===== src/rtl/score_display_sequencer.sv =====
`default_nettype none
// ============================================================================
//  Module   : score_display_sequencer
//  Purpose  : Game score sequencer with BCD score/high-score registers, paced
//             point accumulation and alternating post-game display.
//  Revision : 1.0 - initial release
// ============================================================================
module score_display_sequencer #(
    parameter int ALT_PERIOD = 25000000
) (
    input  logic       clock,
    input  logic       reset,
    input  logic       start,
    input  logic       game_over,
    input  logic       add_valid,
    input  logic [3:0] add_value,
    output logic       add_ready,
    output logic [3:0] digit0,
    output logic [3:0] digit1,
    output logic [3:0] digit2,
    output logic [2:0] blank,
    output logic       show_high,
    output logic       new_record,
    output logic [1:0] state
);

    localparam logic [1:0] c_idle       = 2'd0;
    localparam logic [1:0] c_play       = 2'd1;
    localparam logic [1:0] c_over_score = 2'd2;
    localparam logic [1:0] c_over_high  = 2'd3;

    localparam int                 c_alt_w    = $clog2(ALT_PERIOD);
    localparam logic [c_alt_w-1:0] c_alt_last = c_alt_w'(ALT_PERIOD - 1);

    logic [1:0]         state_q,      state_d;
    logic [11:0]        score_q,      score_d;
    logic [11:0]        high_q,       high_d;
    logic [3:0]         pending_q,    pending_d;
    logic [c_alt_w-1:0] alt_cnt_q,    alt_cnt_d;
    logic               new_record_q, new_record_d;
    logic [3:0]         digit0_q,     digit0_d;
    logic [3:0]         digit1_q,     digit1_d;
    logic [3:0]         digit2_q,     digit2_d;
    logic [2:0]         blank_q,      blank_d;
    logic               show_high_q,  show_high_d;

    logic               w_accept;
    logic [11:0]        w_src;

    // Saturating BCD increment; carry ripples through all three digits in one step.
    function automatic logic [11:0] bcd_inc(input logic [11:0] v);
        logic [3:0] ones;
        logic [3:0] tens;
        logic [3:0] hund;
        ones = v[3:0];
        tens = v[7:4];
        hund = v[11:8];
        if (v == 12'h999) begin
            return v;
        end
        if (ones == 4'd9) begin
            ones = 4'd0;
            if (tens == 4'd9) begin
                tens = 4'd0;
                hund = hund + 4'd1;
            end else begin
                tens = tens + 4'd1;
            end
        end else begin
            ones = ones + 4'd1;
        end
        return {hund, tens, ones};
    endfunction

    assign add_ready = (state_q == c_play) && (pending_q == 4'd0) && !game_over;
    assign w_accept  = add_valid && add_ready;

    always_comb begin
        state_d      = state_q;
        score_d      = score_q;
        high_d       = high_q;
        pending_d    = pending_q;
        alt_cnt_d    = alt_cnt_q;
        new_record_d = new_record_q;

        case (state_q)
            c_idle: begin
                if (start) begin
                    state_d      = c_play;
                    score_d      = 12'h000;
                    pending_d    = 4'd0;
                    alt_cnt_d    = '0;
                    new_record_d = 1'b0;
                end
            end
            c_play: begin
                if (game_over) begin
                    state_d   = c_over_score;
                    pending_d = 4'd0;
                    alt_cnt_d = '0;
                    // BCD digit ordering makes a plain unsigned compare valid.
                    if (score_q > high_q) begin
                        high_d       = score_q;
                        new_record_d = 1'b1;
                    end else begin
                        new_record_d = 1'b0;
                    end
                end else if (pending_q != 4'd0) begin
                    score_d   = bcd_inc(score_q);
                    pending_d = pending_q - 4'd1;
                end else if (w_accept) begin
                    pending_d = add_value;
                end
            end
            default: begin
                if (start) begin
                    state_d      = c_play;
                    score_d      = 12'h000;
                    pending_d    = 4'd0;
                    alt_cnt_d    = '0;
                    new_record_d = 1'b0;
                end else if (alt_cnt_q == c_alt_last) begin
                    state_d   = (state_q == c_over_score) ? c_over_high : c_over_score;
                    alt_cnt_d = '0;
                end else begin
                    alt_cnt_d = alt_cnt_q + 1'b1;
                end
            end
        endcase
    end

    // Display registers follow the source selected by the current state.
    always_comb begin
        w_src       = ((state_q == c_play) || (state_q == c_over_score)) ? score_q : high_q;
        digit0_d    = w_src[3:0];
        digit1_d    = w_src[7:4];
        digit2_d    = w_src[11:8];
        blank_d     = {(w_src[11:8] == 4'd0), (w_src[11:4] == 8'd0), 1'b0};
        show_high_d = (state_q == c_idle) || (state_q == c_over_high);
    end

    always_ff @(posedge clock) begin
        if (reset) begin
            state_q      <= c_idle;
            score_q      <= 12'h000;
            high_q       <= 12'h000;
            pending_q    <= 4'd0;
            alt_cnt_q    <= '0;
            new_record_q <= 1'b0;
            digit0_q     <= 4'd0;
            digit1_q     <= 4'd0;
            digit2_q     <= 4'd0;
            blank_q      <= 3'b110;
            show_high_q  <= 1'b1;
        end else begin
            state_q      <= state_d;
            score_q      <= score_d;
            high_q       <= high_d;
            pending_q    <= pending_d;
            alt_cnt_q    <= alt_cnt_d;
            new_record_q <= new_record_d;
            digit0_q     <= digit0_d;
            digit1_q     <= digit1_d;
            digit2_q     <= digit2_d;
            blank_q      <= blank_d;
            show_high_q  <= show_high_d;
        end
    end

    assign digit0     = digit0_q;
    assign digit1     = digit1_q;
    assign digit2     = digit2_q;
    assign blank      = blank_q;
    assign show_high  = show_high_q;
    assign new_record = new_record_q;
    assign state      = state_q;

endmodule
`default_nettype wire


===== config.mk =====
export PLATFORM = sky130hd
export DESIGN_NAME = score_display_sequencer
export DESIGN_NICKNAME = d
export VERILOG_FILES = /design/src/rtl/score_display_sequencer.sv
export SDC_FILE = /design/constraint.sdc
export NUM_CORES = 1
export LEC_CHECK = 0
export BUFFER_PORTS_ARGS = -buffer_cell sky130_fd_sc_hd__clkbuf_2
export CELL_PAD_IN_SITES_DETAIL_PLACEMENT = 1
export CELL_PAD_IN_SITES_GLOBAL_PLACEMENT = 2
export CORE_ASPECT_RATIO = 0.75
export CORE_MARGIN = 5
export CORE_UTILIZATION = 34
export DETAILED_ROUTE_END_ITERATION = 12
export MAX_ROUTING_LAYER = met4
export PLACE_DENSITY = 0.77
export SYNTH_ARGS = -nofsm -noshare
export SYNTH_HDL_FRONTEND = slang
export SYNTH_SLANG_ARGS = --single-unit

===== constraint.sdc =====
create_clock -name clock -period 2.1 [get_ports clock]
set_input_delay 0.63 -clock clock [delete_from_list [all_inputs] [get_ports clock]]
set_output_delay 0.63 -clock clock [all_outputs]
set_load 0.05 [all_outputs]

# Word level (Yosys, flattened, before mapping)
# Index checks and enable logic that the tools add are counted.
# word_totals
regBits,72
inputBits,9
output_inout_bits,20
elab_cells,91
# classes
add_sub_neg,5
order_cmp,1
n_eq_ne,15
muxes,35
reduce_logical,21
# ops
cell,n
$mux 25,4
$mux 12,6
$pmux 25 s2,1
$mux 4,10
$add 25x1->25 const B,1
$eq 25x25->1 const B,1
$add 4x1->4 const B,3
$eq 12x12->1 const B,1
$gt 12x12->1,1
$mux 1,9
$eq 4x4->1 const B,2
$logic_not 4->1,2
$logic_not 8->1,1
$mux 2,4
$ne 2x2->1 const B,3
$ne 3x1->1 const B,2
$reduce_and 2->1,3
$reduce_and 3->1,2
$reduce_and 6->1,1
$reduce_and 5->1,1
$eq 2x2->1 const B,2
$ne 4x3->1 const B,1
$pmux 2 s2,1
$reduce_and 4->1,1
11 further kinds,14

# Depth between registers and ports, before layout
# Gate-level depths: netlist (run 1).
# logic_depth
ltp_word,9
ltp_mapped,9

# Worst setup path before layout (run 1)
# OpenSTA, ideal clock, no wires.
# synth_timing
path_type,register -> output
start,register state_q[0] (netlist: state[0])
end,output add_ready
arrival_time_ps,1844
path_slack_ps,-374
stages_incl_launch_ff,5
path_cell_list,dfxtp_1 ha_1 nand2b_1 clkbuf_1 nor2_1
# synth_between
elab_chain_len,3
# synth_rtl
item,line_no,source
"start, declared",35,"logic [1:0] state_q, state_d;"
"start signal, assigned",144,state_q <= c_idle;
"start signal, assigned",156,state_q <= state_d;
$eq 2x1->1,75,assign add_ready = (state_q == c_play) && (pending_q == 4'd0) && !game_over;
$logic_and 1x1->1 (2 in series),75,
"end, declared",17,"output logic add_ready,"
# Every way passes these cells.

# Worst setup path after layout (run 1)
# layout_timing
start,register high_q[1]
end,register high_q[5]
# layout_between
elab_chain_len,2
# layout_rtl
item,line_no,source
"start, declared",37,"logic [11:0] high_q, high_d;"
"start signal, assigned",158,high_q <= high_d;
$gt 12x12->1,102,if (score_q > high_q) begin
$reduce_and 3->1 (no source line),n/a,
# Every way passes these cells.
# A chain may end at the register's enable or synchronous reset.

==> results.json, run 1 <==
{
  "rows": 35,
  "grt_max_degree": 32,
  "clkTransAtPathRegs_ps": 60,
  "yosysWarnings": 0,
  "slowest_delay_ps": 450,
  "drive_above_1_share": 0.3554,
  "netlist_top_cells_area": "dfxtp_1 34%, ha_1 6.9%, nor2_1 5.1%, mux2i_1 3.6%, nand2_1 3.3%",
  "startpoint_type": "flip-flop",
  "drc": 0,
  "cts_root_buf": "clkbuf_16",
  "worst-endpoint-required_ps": 2390,
  "yosysUniqueCellTypes": 71,
  "rsz0062_at_grt": "true",
  "finalSetupViolations": 10,
  "wl_um": 15050,
  "dpl.hpwl_um": 10130,
  "grt_pass1_vias": 4304,
  "r2r_cells": 8,
  "status": "finished, violations left",
  "multi_input_area_sq_um": 2856,
  "ant_nets": 0,
  "report.final.slew_viol_count": 0,
  "nNetsFinal": 632,
  "via_count": 4264,
  "seqCellArea_sq_um": 1434,
  "routabilityCongestion": 0.8251,
  "violations": "negative setup slack",
  "tightest_slew_ps": 529.4,
  "ff2ff_setup_slack_ps": -100,
  "drt_first_iter_violations": 245,
  "power.density_nw_per_um2": 695.5,
  "track_usage": 0.1996,
  "via_per_inst": 5.530,
  "syn_inst": 490,
  "numCtsBuffers": 9,
  "layout_setup_ws_ps": -95.31,
  "syn2layout_area_growth_pct": 42.42,
  "overflow": 0,
  "crit_fanout": 7,
  "synthArstFlopShare": 0,
  "diodes": 0,
  "whs_endpoint": "alt_cnt_q[22]",
  "synth_area_per_cell_sq_um": 8.475,
  "r2r_end": "high_q[5]",
  "cp_top_family": "compound AO/OA/AOI/OAI gates",
  "fin_crit_ps": 2195,
  "dp_slack_ps": -434.1,
  "cp-startpoint": "high_q[1]",
  "synth_edf_count": 0,
  "relSlewSlack": 0.6444,
  "antenna_found_initial": 0,
  "whs_path_depth": 1,
  "io_pins": 29,
  "wl_per_cell_um": 19.51,
  "drv_cap": 0,
  "ys_seq_area_frac": 0.3423,
  "clk_latency_ps": 340,
  "skew_ps": 11.30,
  "slowest_stage": "a2111oi_2",
  "rr_startpoint": "high_q[1]",
  "p_leak_nw": 2.309,
  "yosysTopAreaCell": "dfxtp_1",
  "cts_num_sinks": 71,
  "clockBufferDepth": 2,
  "path_buf_inv": 2,
  "path_class": "reg -> reg",
  "hold_ws_ps": 473.0,
  "path_cells": "inv_1 -> ha_4 -> nor2b_4 -> o211ai_1 -> a211o_1 -> buf_6 -> a2111oi_2 -> a311o_1",
  "grt_first_pass_wirelength_um": 22430,
  "final_common_cell": "buf_4",
  "cts_tree": "built",
  "clock.fmax_mhz": 455.5,
  "io_buffer_count": 27,
  "cp-end-kind": "flip-flop",
  "post-route-period-util": 1.045,
  "critPathArrivalTime_ps": 2480,
  "yosys_most_used_dff": "dfxtp_1",
  "coreArea_sq_um": 12130,
  "peakVddDrop_uv": 398.0,
  "initial_core_util": 0.3423,
  "cp.depth": 8,
  "netlist_area_sq_um": 4153,
  "synth_seq_cells": 71,
  "syn_nets": 522,
  "dr.pass1.iters": 4,
  "die_h_um": 105.7,
  "mostFrequentLayoutCells": "90 x buf_4, 61 x dfxtp_1, 54 x nor2_1, 36 x nand2_1, 26 x clkbuf_2",
  "cts-htree-levels": 3,
  "fillers": 1411,
  "synth.top_cell.area_share": 0.3423,
  "hold_viol_final": 0,
  "dieWidth_um": 137.6,
  "hold_start": "alt_cnt_q[22]",
  "hold_class": "reg -> reg",
  "die_area_sq_um": 14550
}
report_power, final:
group	switching (mW)	internal (mW)
registers	0.0216	1.38
clock network	0.592	1.10
logic	0.598	0.413
total	1.21	2.90
what timing repair did:
action,4_1_cts,5_1_grt
hold buffers,0,0
pin swaps,8,14
hold endpoints to repair,0,0
endpoints found under the setup margin,16,43
setup buffers,9,4
gates resized for setup,40,43
cloned,0,1
Yosys cell counts (13+ instances only):
| library cell | instances |
|---|---|
| nand3_1 | 24 |
| nand2_1 | 37 |
| ha_1 | 23 |
| o21ai_0 | 13 |
| nor2_1 | 56 |
| inv_1 | 25 |
| clkbuf_1 | 17 |
| mux2i_1 | 15 |
| a21oi_1 | 16 |
| nor3_1 | 23 |
| xnor2_1 | 14 |
| dfxtp_1 | 71 |
flip-flops by register name, indices dropped and copies added, names as in the netlist:
signal and flops:
pending_q 4, digit0 4, alt_cnt_q 25, blank 2, show_high 1, digit2 4, new_record 1, digit1 4
state 2, score_q 12, high_q 12
area by class of cell:
cell class,count,share of cell area
Inverter,25,0.01587
Tap cell,166,0.03512
Timing Repair Buffer,128,0.1686
Clock inverter,3,0.01100
Multi-Input combinational cell,365,0.4830
Sequential cell,71,0.2424
Clock buffer,13,0.04400
worst reg2reg max path: cells and delay by family (launching register included):
family                     cells  cell delay [ps]
AOI/OAI and AO/OA              4             1050
adders and majority gates      1              300
buffers and inverters          2              300
DFF                            1              360
and+or+nand+nor                1              130
how the worst max path moves through the flow:
stage | endpoint | slack, ps
floorplan | alt_cnt_q[21] | -20
global placement | high_q[2] | -310
detailed placement | high_q[3] | -430
CTS | add_ready | -90
global route | high_q[5] | -150
finish | high_q[5] | -100
metrics by stage:
| stage | cell area, sq um | power, mW | cells | TNS (ps) | util |
|---|---|---|---|---|---|
| floorplan | 4164 | 1.934 | 490 | -19.80 | - |
| global placement | 5072 | 2.244 | 742 | -4377 | 0.4182 |
| detailed placement | 5072 | 2.271 | 742 | -5367 | 0.4182 |
| CTS | 5619 | 4.038 | 766 | -106.8 | 0.4632 |
| global route | 5914 | 4.279 | 771 | -1465 | 0.4876 |
| finish | 5914 | 4.113 | 771 | -318.2 | 0.4876 |
logic make-up after synthesis:
family          after synthesis  synth area share
simple gates                204            0.2618
flops                        71            0.3423
fa+ha+maj                    23           0.06930
buf+inv                      55           0.05905
other cells                   1         0.0009030
xor+xnor                     19           0.04007
mux                          15           0.03615
compound gates              102            0.1904
metal layers:
layer / vias up / global-route usage / routed length, um
met3: 20 / 0.03817 / 825
met5: - / - / 0
met4: 0 / 0.04345 / 180
met2: 107 / 0.3008 / 7040
met1: 2114 / 0.2774 / 6999
li1: 2023 / - / -
Power figures use the tool's default switching activity.
==> run 2: changes to the inputs <==
ABC_AREA = 1   (was not set)
CAP_MARGIN = 20   (was not set)
CORE_UTILIZATION = 31   (was 34)
CTS_CLUSTER_DIAMETER = 40   (was not set)
PLACE_DENSITY = 0.76   (was 0.77)
==> results.json, run 2 <==
{
  "cts_num_sinks": 71,
  "routabilityCongestion": 0.8278,
  "wl_per_cell_um": 14.79,
  "yosysWarnings": 0,
  "seqCellArea_sq_um": 1425,
  "post-route-period-util": 0.9739,
  "grt_pass1_vias": 4075,
  "fillers": 1592,
  "hold_viol_final": 0,
  "netlist_area_sq_um": 3998,
  "largest_reg_flops": 25,
  "drive_above_1_share": 0.1744,
  "relSlewSlack": 0.6405,
  "crit_fanout": 5,
  "r2r_end": "high_q[0]",
  "die_area_sq_um": 15290,
  "largestRegisters": "alt_cnt_q x25, high_q x12, score_q x12",
  "via_count": 3831,
  "clkTransAtPathRegs_ps": 60,
  "startpoint_type": "flip-flop",
  "cts-htree-levels": 3,
  "tightest_slew_ps": 537.2,
  "p_leak_nw": 1.877,
  "synth_seq_cells": 71,
  "multi_input_area_sq_um": 2222,
  "io_pins": 29,
  "diodes": 0,
  "clockBufferDepth": 2,
  "syn2layout_area_growth_pct": 21.03,
  "via_per_inst": 4.843,
  "largest_register": "alt_cnt_q",
  "synthArstFlopShare": 0,
  "cp-end-kind": "output port",
  "drt_first_iter_violations": 154,
  "cts_tree": "built",
  "io_buffer_count": 27,
  "cts_root_buf": "clkbuf_16",
  "synth_area_per_cell_sq_um": 6.952,
  "final_common_cell": "nand2_1",
  "drc": 0,
  "yosysUniqueCellTypes": 42,
  "grt_first_pass_wirelength_um": 20050,
  "dpl.hpwl_um": 8845,
  "finalSetupViolations": 0,
  "overflow": 0,
  "dieWidth_um": 141.1,
  "rsz0062_at_grt": "true",
  "numCtsBuffers": 9,
  "wl_um": 11700,
  "worst-endpoint-required_ps": 1470,
  "synth_edf_count": 0,
  "critPathCapture": "add_ready",
  "grt_max_degree": 29,
  "nNetsFinal": 652,
  "die_h_um": 108.3,
  "rows": 35,
  "ff2ff_setup_slack_ps": 200,
  "cp-startpoint": "state[1]",
  "mostFrequentLayoutCells": "117 x nand2_1, 72 x nor2_1, 71 x inv_1, 68 x dfxtp_1, 48 x a21oi_1",
  "instances_no_fill": 791,
  "drv_cap": 0,
  "peakVddDrop_uv": 471.5,
  "ctsHoldBuffers": 0,
  "yosysTopAreaCell": "dfxtp_1",
  "rr_startpoint": "high_q[11]",
  "synth_common_cells": "117 x nand2_1, 74 x inv_1, 72 x nor2_1",
  "synth.most_common_cell": "nand2_1",
  "report.final.slew_viol_count": 0,
  "fin_util": 0.3890,
  "hold_class": "reg -> reg",
  "clk_latency_ps": 340,
  "critPathArrivalTime_ps": 1420,
  "ys_seq_area_frac": 0.3556,
  "r2r_cells": 11,
  "yosys_most_used_dff": "dfxtp_1",
  "status": "complete, no violations",
  "syn_nets": 607,
  "dp_cells": 771,
  "synth.top_cell.area_share": 0.3556,
  "dr.pass1.iters": 4,
  "clock.fmax_mhz": 488.9,
  "initial_core_util": 0.3214,
  "coreArea_sq_um": 12440,
  "track_usage": 0.1695,
  "path_class": "reg -> out",
  "netlist_top_cells_area": "dfxtp_1 36%, nand2_1 11%, ha_1 7.2%, inv_1 6.9%, nor2_1 6.8%",
  "skew_ps": 6.024,
  "ant_nets": 0,
  "power.density_nw_per_um2": 1171,
  "syn_inst": 575,
  "antenna_found_initial": 0,
  "fin_crit_ps": 2045
}
-- run 2: changes by cell type after synthesis, sizes merged, moves of 9 or more --
| cell | change |
|---|---|
| nand2 | +87 |
| inv | +52 |
| o311ai | -10 |
| clkbuf | -12 |
| a41oi | -9 |
| nor2 | +27 |
| nand3 | +16 |
| nor4 | -11 |
| xnor2 | -13 |
| a21oi | +34 |
| mux2i | -15 |
| o21ai | +18 |
-- run 2: critical path, stage by stage (launching register included) --
cell	delay [ps]
dfxtp_2	340
inv_2	100
ha_4	150
inv_4	40
nor2_4	120
nand3_2	100
inv_2	90
buf_12	130
-- run 2: how the worst min path moves through the flow --
stage | startpoint | end | depth (start not counted)
after floorplan | high_q[10] | high_q[10] | 2
after global placement | high_q[11] | high_q[11] | 2
after detailed placement | high_q[9] | high_q[9] | 2
after CTS | high_q[9] | high_q[9] | 2
after global routing | high_q[10] | high_q[10] | 2
final | high_q[10] | high_q[10] | 2
-- run 2: logic make-up after synthesis --
| logic type | share of synthesized area |
|---|---|
| simple gates | 0.3465 |
| fa+ha+maj | 0.07199 |
| buf+inv | 0.09672 |
| compound gates | 0.1239 |
| other cells | 0.0009381 |
| xor+xnor | 0.004383 |
| flops | 0.3556 |
-- run 2: power by group --
part | internal [mW] | switching, mW
Sequential | 1.50 | 0.105
Combinational | 0.683 | 1.53
Clock | 1.23 | 0.616
-- run 2: routing by layer --
layer  up-vias  wire length, um  global-route usage  part of all wire
li1       1947                -                   -                 -
met5         -                0                   -                 0
met1      1827             6147              0.2298              0.53
met4         0              168             0.05187             0.014
met2        46             4923              0.2556              0.42
met3        11              459             0.03316             0.039
-- run 2: area by class of cell --
cell class / instances / area share
clock inverter: 5 / 0.02146
multi-input combinational: 411 / 0.4593
sequential: 71 / 0.2945
tap: 166 / 0.04293
inverter: 77 / 0.06025
clock buffer: 11 / 0.05224
timing repair buffer: 50 / 0.06930
-- run 2: what timing repair did --
item / CTS / global route
resized for setup: 6 / 5
pin swaps: 1 / 1
buffers inserted: 2 / 2
cloned: 0 / 0
hold endpoints to repair: 0 / 0
setup endpoints to repair: 1 / 8
-- run 2: per-stage QoR --
| step | power [mW] | setup WS (ps) | cell area, sq um | hold slack [ps] | TNS, ps |
|---|---|---|---|---|---|
| after floorplan | 3.101 | 69.83 | 4000 | 439.2 | 0 |
| after global placement | 3.708 | 188.7 | 4418 | 448.8 | 0 |
| after detailed placement | 3.770 | 152.9 | 4418 | 459.4 | 0 |
| after CTS | 5.689 | 13.78 | 4810 | 466.9 | 0 |
| after global routing | 6.023 | -42.58 | 4838 | 490.8 | -42.58 |
| final | 5.665 | 54.79 | 4838 | 465.1 | 0 |
==> run 3: changes to the inputs <==
GPL_TIMING_DRIVEN = 0   (was not set)
==> results.json, run 3 (synthesis results as in run 2) <==
{
  "numCtsBuffers": 9,
  "diodes": 0,
  "skew_ps": 10.52,
  "cp-end-kind": "output port",
  "largest_reg_flops": 25,
  "largestRegisters": "alt_cnt_q x25, high_q x12, score_q x12",
  "grt_max_degree": 13,
  "fin_crit_ps": 2034,
  "worst-endpoint-required_ps": 1470,
  "dpl.hpwl_um": 9347,
  "finalInstanceArea_sq_um": 4805,
  "rows": 35,
  "crit_fanout": 4,
  "syn2layout_area_growth_pct": 20.19,
  "hold_start": "high_q[6]",
  "dr.pass1.iters": 4,
  "power.density_nw_per_um2": 1180,
  "slowest_stage": "dfxtp_4",
  "clockBufferDepth": 2,
  "wl_per_cell_um": 15.71,
  "dpl_cell_area_sq_um": 4338,
  "clock.fmax_mhz": 491.6,
  "ff2ff_setup_slack_ps": 150,
  "via_per_inst": 4.945,
  "io_pins": 29,
  "tns_ps": 0,
  "rr_startpoint": "score_q[7]",
  "finalSetupViolations": 0,
  "critPathArrivalTime_ps": 1400,
  "cts-htree-levels": 3,
  "path_class": "reg -> out",
  "hold_viol_final": 0,
  "track_usage": 0.1771,
  "die_area_sq_um": 15290,
  "nNetsFinal": 648,
  "cts_tree": "built",
  "rsz0062_at_grt": "true",
  "pwr-share-seq": 0.290,
  "r2r_end": "high_q[11]",
  "ant_nets": 0,
  "wl_um": 12360,
  "drive_above_1_share": 0.1691,
  "coreArea_sq_um": 12440,
  "netSwitchingFraction": 0.4075,
  "startpoint_type": "flip-flop",
  "routabilityCongestion": 0.8447,
  "cts_root_buf": "clkbuf_16",
  "p_leak_nw": 1.839,
  "peakVddDrop_uv": 468.7,
  "overflow": 0,
  "initial_core_util": 0.3214,
  "grt_first_pass_wirelength_um": 20770,
  "clkTransAtPathRegs_ps": 60,
  "status": "complete, no violations",
  "io_buffer_count": 26,
  "mostFrequentLayoutCells": "116 x nand2_1, 72 x nor2_1, 69 x inv_1, 66 x dfxtp_1, 48 x a21oi_1",
  "relSlewSlack": 0.5111,
  "drc": 0,
  "post-route-period-util": 0.9686,
  "dieWidth_um": 141.1,
  "ctsHoldBuffers": 0,
  "whs_path_depth": 2,
  "antenna_found_initial": 0,
  "power_switching_mw": 2.311,
  "slowest_delay_ps": 350,
  "largest_register": "alt_cnt_q",
  "crit_top_cell": "inv_4",
  "clkPwrFrac": 0.317,
  "hold_ws_ps": 459.8,
  "tightest_slew_ps": 733.4,
  "drt_first_iter_violations": 218,
  "cts_num_sinks": 71,
  "comb_power_share": 0.393,
  "hold_class": "reg -> reg",
  "grt_pass1_vias": 4051,
  "drv_cap": 0,
  "final_common_cell": "nand2_1",
  "report.final.slew_viol_count": 0,
  "p_int_mw": 3.361,
  "path_cells": "inv_4 -> ha_4 -> inv_4 -> nor2_4 -> nand3_2 -> inv_2 -> clkbuf_16",
  "whs_endpoint": "high_q[6]",
  "via_count": 3892,
  "r2r_cells": 10,
  "die_h_um": 108.3,
  "clk_latency_ps": 340
}
[run 3: how the worst max path moves through the flow]
| stage | start | end | slack [ps] | cells past startpoint |
|---|---|---|---|---|
| 3_3_place_gp | state[1] | blank[1] | -20 | 8 |
| 2_1_floorplan | state[0] | add_ready | 70 | 6 |
| 6_report | state[1] | add_ready | 70 | 7 |
| 3_5_place_dp | state[1] | blank[1] | -50 | 8 |
| 4_1_cts | state[1] | add_ready | -20 | 8 |
| 5_1_grt | pending_q[1] | add_ready | -10 | 7 |
[run 3: repair_timing]
item | 4_1_cts | 5_1_grt
pin swaps | 1 | 5
buffers inserted | 4 | 2
gates resized for setup | 16 | 13
gates cloned | 0 | 0
endpoints found under the setup margin | 9 | 17
[run 3: per-layer routing]
layer	part of all wire	global-route usage	vias to the layer above	wire length [um]
met4	0.0093	0.03596	0	115
met3	0.046	0.03316	13	563
li1	-	-	1954	-
met2	0.42	0.2668	78	5152
met5	0	-	-	0
met1	0.53	0.2485	1847	6530
[run 3: cell type report]
| class | instances | area [sq um] |
|---|---|---|
| sequential | 71 | 1433 |
| clock inverter | 6 | 107.6 |
| multi-input combinational | 411 | 2235 |
| tap | 166 | 207.7 |
| timing repair buffer | 32 | 195.2 |
| clock buffer | 10 | 239.0 |
| buffer | 14 | 93.84 |
| fill | 1579 | 7632 |
| inverter | 77 | 294.0 |
[run 3: critical path: cells and delay by family, from the launching register on]
kind	cells	cell delay, ps
adders and majority gates	1	150
buffers and inverters	4	370
DFF	1	350
and+or+nand+nor	2	190
[run 3: through the flow]
step / worst slack (ps) / total power, mW / std cells / util
after floorplan: 69.83 / 3.101 / 575 / -
final: 65.93 / 5.672 / 787 / 0.3863
after global placement: -23.32 / 3.665 / 767 / 0.3488
after global routing: -11.02 / 6.040 / 787 / 0.3863
after detailed placement: -53.77 / 3.711 / 767 / 0.3488
after CTS: -16.90 / 5.681 / 787 / 0.3841
[run 3: power by group through the flow]
stage | Sequential, mW | Combinational, mW | Clock (mW)
floorplan | 1.92 | 1.18 | 0
global placement | 1.65 | 2.01 | 0
detailed placement | 1.66 | 2.05 | 0
CTS | 1.64 | 2.19 | 1.85
global route | 1.67 | 2.46 | 1.91
finish | 1.64 | 2.23 | 1.80
